## src/rtl/byte_word_packer.sv

```systemverilog
// -----------------------------------------------------------------------------
// byte_word_packer
//
// Downstream stage of the APF byte data loader. Bytes arriving on the upstream
// write strobe are assembled into 16-bit little-endian words with per-byte
// enables. Completed, evicted or timed-out words are queued in a small FIFO
// that drains to a 16-bit memory controller over a req/ack handshake.
//
// Ports
//   clk_memory  in   1               sole clock
//   reset       in   1               asynchronous, active-high
//   write_en    in   1               upstream byte strobe; only its rising edge counts
//   write_addr  in   ADDRESS_SIZE+1  upstream byte address
//   write_data  in   8               upstream byte
//   mem_req     out  1               FIFO head valid
//   mem_ack     in   1               controller accepts head when mem_req & mem_ack
//   mem_addr    out  ADDRESS_SIZE    word address of head entry
//   mem_wdata   out  16              head data; [7:0] even byte, [15:8] odd byte
//   mem_be      out  2               head byte enables; bit0 = [7:0], bit1 = [15:8]
//   busy        out  1               assembly register valid or FIFO non-empty
//   overflow    out  1               sticky: a word was dropped on a full FIFO
// -----------------------------------------------------------------------------
module byte_word_packer #(
  parameter int ADDRESS_SIZE    = 14,
  parameter int FIFO_DEPTH_LOG2 = 2,
  parameter int FLUSH_TIMEOUT   = 15
) (
  input  logic                    clk_memory,
  input  logic                    reset,
  input  logic                    write_en,
  input  logic [ADDRESS_SIZE:0]   write_addr,
  input  logic [7:0]              write_data,
  output logic                    mem_req,
  input  logic                    mem_ack,
  output logic [ADDRESS_SIZE-1:0] mem_addr,
  output logic [15:0]             mem_wdata,
  output logic [1:0]              mem_be,
  output logic                    busy,
  output logic                    overflow
);

  localparam int DEPTH   = 1 << FIFO_DEPTH_LOG2;
  localparam int CNT_W   = $clog2(FLUSH_TIMEOUT + 1);
  localparam int ENTRY_W = ADDRESS_SIZE + 16 + 2;

  localparam logic [CNT_W-1:0]         TIMEOUT_LAST = CNT_W'(FLUSH_TIMEOUT - 1);
  localparam logic [FIFO_DEPTH_LOG2:0] COUNT_FULL   = (FIFO_DEPTH_LOG2 + 1)'(DEPTH);

  // ---------------------------------------------------------------------------
  // Upstream edge detection and lane decode
  // ---------------------------------------------------------------------------
  logic                    prev_en;
  logic                    byte_edge;
  logic [ADDRESS_SIZE-1:0] in_waddr;
  logic [1:0]              in_be;
  logic [15:0]             in_data;

  assign byte_edge = write_en & ~prev_en;
  assign in_waddr  = write_addr[ADDRESS_SIZE:1];
  assign in_be     = write_addr[0] ? 2'b10 : 2'b01;
  // The unused lane is zero so a single-byte word reads cleanly downstream.
  assign in_data   = write_addr[0] ? {write_data, 8'h00} : {8'h00, write_data};

  // ---------------------------------------------------------------------------
  // Assembly register
  // ---------------------------------------------------------------------------
  logic                    asm_valid;
  logic [ADDRESS_SIZE-1:0] asm_addr;
  logic [15:0]             asm_data;
  logic [1:0]              asm_be;
  logic [CNT_W-1:0]        to_cnt;

  logic evict;
  logic full_word;
  logic timeout_hit;
  logic flush;
  logic push;

  // A new byte that cannot merge (other word, or lane already filled) evicts
  // the held word; the new byte then starts a fresh assembly.
  assign evict       = byte_edge & asm_valid &
                       ((in_waddr != asm_addr) | (|(asm_be & in_be)));
  // A completed word sits in the register for one cycle and is pushed the
  // cycle after its second byte arrived.
  assign full_word   = asm_valid & (asm_be == 2'b11);
  // Accepted bytes clear the counter, so the timeout never fires on an edge.
  assign timeout_hit = asm_valid & ~byte_edge & (to_cnt == TIMEOUT_LAST);
  assign flush       = ~byte_edge & (full_word | timeout_hit);
  // The pushed word is always the one currently held, so one push per cycle.
  assign push        = evict | flush;

  // NOTE: sequential state uses non-blocking assignments so every register
  // samples pre-edge values and simulation order cannot change behaviour.
  always_ff @(posedge clk_memory or posedge reset) begin
    if (reset) begin
      prev_en   <= 1'b0;
      asm_valid <= 1'b0;
      asm_addr  <= '0;
      asm_data  <= '0;
      asm_be    <= '0;
      to_cnt    <= '0;
    end else begin
      prev_en <= write_en;
      if (byte_edge) begin
        to_cnt <= '0;
        if (asm_valid && !evict) begin
          asm_data <= asm_data | in_data;
          asm_be   <= asm_be | in_be;
        end else begin
          asm_valid <= 1'b1;
          asm_addr  <= in_waddr;
          asm_data  <= in_data;
          asm_be    <= in_be;
        end
      end else if (flush) begin
        asm_valid <= 1'b0;
        to_cnt    <= '0;
      end else if (asm_valid) begin
        to_cnt <= to_cnt + 1'b1;
      end
    end
  end

  // ---------------------------------------------------------------------------
  // Word FIFO
  // ---------------------------------------------------------------------------
  logic [ENTRY_W-1:0]         fifo_mem [DEPTH];
  logic [FIFO_DEPTH_LOG2-1:0] wr_ptr;
  logic [FIFO_DEPTH_LOG2-1:0] rd_ptr;
  logic [FIFO_DEPTH_LOG2:0]   count;
  logic                       fifo_full;
  logic                       pop;
  logic                       push_ok;
  logic [ENTRY_W-1:0]         head;

  assign fifo_full = (count == COUNT_FULL);
  assign pop       = mem_req & mem_ack;
  // A pop in the same cycle frees the slot the push needs.
  assign push_ok   = push & (~fifo_full | pop);

  // NOTE: the storage array carries no reset; validity lives in count and the
  // pointers, and leaving the array unreset lets it map onto plain RAM/flops.
  always_ff @(posedge clk_memory) begin
    if (push_ok) begin
      fifo_mem[wr_ptr] <= {asm_addr, asm_data, asm_be};
    end
  end

  always_ff @(posedge clk_memory or posedge reset) begin
    if (reset) begin
      wr_ptr   <= '0;
      rd_ptr   <= '0;
      count    <= '0;
      overflow <= 1'b0;
    end else begin
      if (push_ok) wr_ptr <= wr_ptr + 1'b1;
      if (pop)     rd_ptr <= rd_ptr + 1'b1;
      case ({push_ok, pop})
        2'b10:   count <= count + 1'b1;
        2'b01:   count <= count - 1'b1;
        default: count <= count;
      endcase
      if (push && fifo_full && !pop) overflow <= 1'b1;
    end
  end

  // ---------------------------------------------------------------------------
  // Controller port
  // ---------------------------------------------------------------------------
  assign head    = fifo_mem[rd_ptr];
  assign mem_req = (count != '0);
  // Head fields are gated so the port reads all-zero whenever nothing is queued.
  assign {mem_addr, mem_wdata, mem_be} = mem_req ? head : '0;
  assign busy    = asm_valid | mem_req;

endmodule

```

## config.mk

```make
export PLATFORM = sky130hd
export DESIGN_NAME = byte_word_packer
export DESIGN_NICKNAME = d
export VERILOG_FILES = /design/src/rtl/byte_word_packer.sv
export SDC_FILE = /design/constraint.sdc
export NUM_CORES = 1
export LEC_CHECK = 0
export CAP_MARGIN = 20
export CORE_MARGIN = 1
export CORE_UTILIZATION = 29
export DETAILED_ROUTE_END_ITERATION = 8
export DONT_BUFFER_PORTS = 1
export GPL_TIMING_DRIVEN = 0
export PLACE_DENSITY = 0.54
export SLEW_MARGIN = 10
export SYNTH_ARGS = -nofsm -noshare
export SYNTH_HDL_FRONTEND = slang
export SYNTH_SLANG_ARGS = --single-unit
export TNS_END_PERCENT = 100
```

## constraint.sdc

```tcl
create_clock -name clk_memory -period 3.5 [get_ports clk_memory]
set_input_delay 0.7 -clock clk_memory [delete_from_list [all_inputs] [get_ports clk_memory]]
set_output_delay 0.7 -clock clk_memory [all_outputs]
set_load 0.01 [all_outputs]
```

==> qor.yml <==
status: "finished, final reports clean"
met2_usage: 0.208
clkPwrFrac: 0.293
p_sw_w: 0.00197
pwr-share-comb: 0.272
max_freq_ghz: 0.326
max_slew_margin: 0.422
drtAntennaViolNets: 0
internal_power_w: 0.00430
rows: 56
synthArstFlopShare: 0.264
cts_tree: "done"
pwr-share-seq: 0.435
synth_seq_cells: 174
synth_top_flop_cell: "edfxtp_1"
irDropWorstVdd_mv: 0.319
nNetsFinal: 449
dp_cells: 715
hold_viol_final: 0
synth-edff-count: 128
area.growth.synth_to_final_pct: 15.3
grt_pass1_vias: 3670
clk_latency_ps: 420
busiest_layer: "met2"
cts_buffer_depth: 2
slowest_delay_ps: 590
tightest_slew_ps: 864
post-route-period-util: 0.877
clkTransAtPathRegs_ps: 70
syn_area_per_cell_sq_um: 18.0
grt_util_met3: 0.0474
cp_max_fo: 10
antenna_found_initial: 0
regToRegSetupSlack_ps: 710
pwr_density_cell_mw_per_mm2: 773
vias_per_cell: 4.66
wirelength_mm: 14.6
final-instance-count-excl-fill: 747
drt-wirelength-per-cell_um: 19.6
numCtsBuffers: 17
gp_congestion: 0.755
drt-initial-drc-count: 230
root_buffer: "clkbuf_16"
grt_overflow: 0
crit_slowest_cell: "mux4_2"
fillers: 2283
final_max_slew_viol_count: 0
critical_path_required_ps: 2800
end_kind: "output port"
startpoint_type: "register"
boundaryPins: 62
hold_path_class: "input port to async pin"
grt_setup_unrepaired: "no"
worstPathCellList: "clkbuf_1 > buf_2 > mux4_2 > and2_1"
drc_errors: 0
dp.final_hpwl_mm: 9.68
die_w_um: 158
grt.total_usage: 0.125
final-setup-viol-count: 0
met1_usage: 0.146
hold_buffers: 0
setup-tns-final_ps: 0
antenna_cells: 0
fp.dieH_um: 158
cts_max_level: 4
ff2ff_path_depth: 13
grt_pass1_wl_mm: 22.0
netlist_instances: 391
critPathBufInv: 2
finalCriticalPeriod_ps: 3070
synthDistinctLibCells: 45
critPathTopFamily: "buffers and inverters"
yosysSeqAreaShare: 0.710
cts_sinks: 174
r2r_start: "to_cnt[0]"
sw_frac_of_total: 0.314
p_leak_nw: 2.84
arrival_ps: 2370
via_count: 3478
cts_setup_buffers: 0
io_buffers: 0
initial_utilization: 0.298
drtPass1Iterations: 4
cap_violations: 0
core_area_sq_mm: 0.0236
synth_area_sq_mm: 0.00704
synth_nets: 425
crit_type: "register to output port"
yosys_warnings: 0
drive_above_1_share: 0.234
clock_skew_ps: 10.4
ctsResizeCount: 0
grt_max_degree: 26
r2r_end: "count[1]"
die_area_sq_mm: 0.0249
sequential cells by signal, summed over array words and instances, names as in the netlist:
signal     cells
fifo_mem     128
to_cnt         4
asm_data      16
asm_valid      1
asm_addr      14
overflow       1
count          3
rd_ptr         2
wr_ptr         2
prev_en        1
asm_be         2
power groups by stage:
stage                     registers [W]  clock network, W  logic [W]
final                           0.00273           0.00184    0.00171
after global routing            0.00276           0.00195    0.00189
after CTS                       0.00273           0.00187    0.00178
after detailed placement        0.00277                 0    0.00177
after global placement          0.00276                 0    0.00171
after floorplan                 0.00272                 0    0.00131
metal layers:
metal,part of all wire,up-vias
met3,0.085,11
met2,0.49,86
li1,-,1550
met4,0.0081,0
met5,0,-
met1,0.41,1831
worst reg2reg max path, stage by stage (launching register included):
cell	delay, ps
dfrtp_1	410
inv_1	80
ha_1	150
a32o_1	250
nor2_1	60
nor2_1	240
and2_4	200
buf_6	130
nor2_1	60
fa_1	470
inv_1	50
a41oi_1	160
o21ai_0	130
a221oi_1	290
worst max path at each step:
stage | from | end | slack [ps] | cells past startpoint
after detailed placement | write_en | count[1] | 480 | 12
final | rd_ptr[0] | mem_wdata[4] | 430 | 4
after CTS | rd_ptr[0] | mem_addr[8] | 330 | 4
after floorplan | write_en | fifo_mem[0][0] | 650 | 7
after global placement | write_en | fifo_mem[0][26] | -340 | 7
after global routing | rd_ptr[0] | mem_addr[2] | 250 | 4
Yosys cell counts (2+ instances only):
master | instances | area (sq um)
edfxtp_1 | 128 | 3840
dfrtp_1 | 46 | 1150
and2_1 | 37 | 231
mux4_2 | 32 | 721
a22o_1 | 16 | 140
clkbuf_1 | 12 | 45.0
mux2_2 | 12 | 135
xor2_1 | 12 | 105
nor2_1 | 11 | 41.3
inv_1 | 8 | 30.0
nand2_1 | 7 | 26.3
ha_1 | 6 | 75.1
xnor2_1 | 6 | 52.6
a21oi_1 | 5 | 25.0
buf_2 | 5 | 25.0
o21ai_0 | 4 | 20.0
nand2b_1 | 3 | 18.8
nand3_1 | 3 | 15.0
nand4_1 | 3 | 18.8
or2_2 | 3 | 18.8
a21o_1 | 2 | 15.0
and3_1 | 2 | 12.5
mux2_1 | 2 | 22.5
nor3_1 | 2 | 10.0
nor3b_1 | 2 | 15.0
nor4_2 | 2 | 25.0
or3_1 | 2 | 12.5
kinds of logic after synthesis:
kind of cell | count (synthesis) | synth area share
AO/OA/AOI/OAI | 34 | 0.0366
buffers and inverters | 27 | 0.0164
AND/OR/NAND/NOR | 83 | 0.0727
multiplexers | 48 | 0.128
flip-flops | 174 | 0.710
adder cells (fa/ha/maj) | 7 | 0.0135
XOR/XNOR | 18 | 0.0224
cell type report:
cell class / instances / area (sq um) / share of cell area
flip-flops and latches: 174 / 4990 / 0.616
plain buffers: 19 / 85.1 / 0.0105
inverters: 8 / 30.0 / 0.00370
multi-input cells: 190 / 1930 / 0.238
repair buffers: 5 / 100 / 0.0123
clock inverters: 15 / 149 / 0.0184
clock buffers: 17 / 425 / 0.0524
well taps: 319 / 399 / 0.0492
layout by cell type (no fill, tap or decap), types with 6 or more instances in the layout:
| cell | count |
|---|---|
| nor2_1 | 11 |
| dfrtp_1 | 46 |
| nand2_1 | 7 |
| clkbuf_1 | 12 |
| and2_1 | 33 |
| xnor2_1 | 6 |
| mux4_2 | 32 |
| a22o_1 | 16 |
| edfxtp_1 | 128 |
| xor2_1 | 12 |
| ha_1 | 6 |
| clkbuf_16 | 17 |
| inv_1 | 7 |
| mux2_2 | 12 |
stage by stage:
step | total power (W) | setup slack (ps) | cell area (sq um) | hold WS [ps] | util
after floorplan | 0.00404 | 654 | 7040 | 476 | -
after global placement | 0.00447 | -344 | 7430 | 495 | 0.315
after detailed placement | 0.00455 | 478 | 7540 | 508 | 0.319
after CTS | 0.00638 | 329 | 8110 | 238 | 0.344
after global routing | 0.00661 | 249 | 8110 | 275 | 0.344
final | 0.00628 | 431 | 8110 | 232 | 0.344
(Power assumes the default switching activity.)
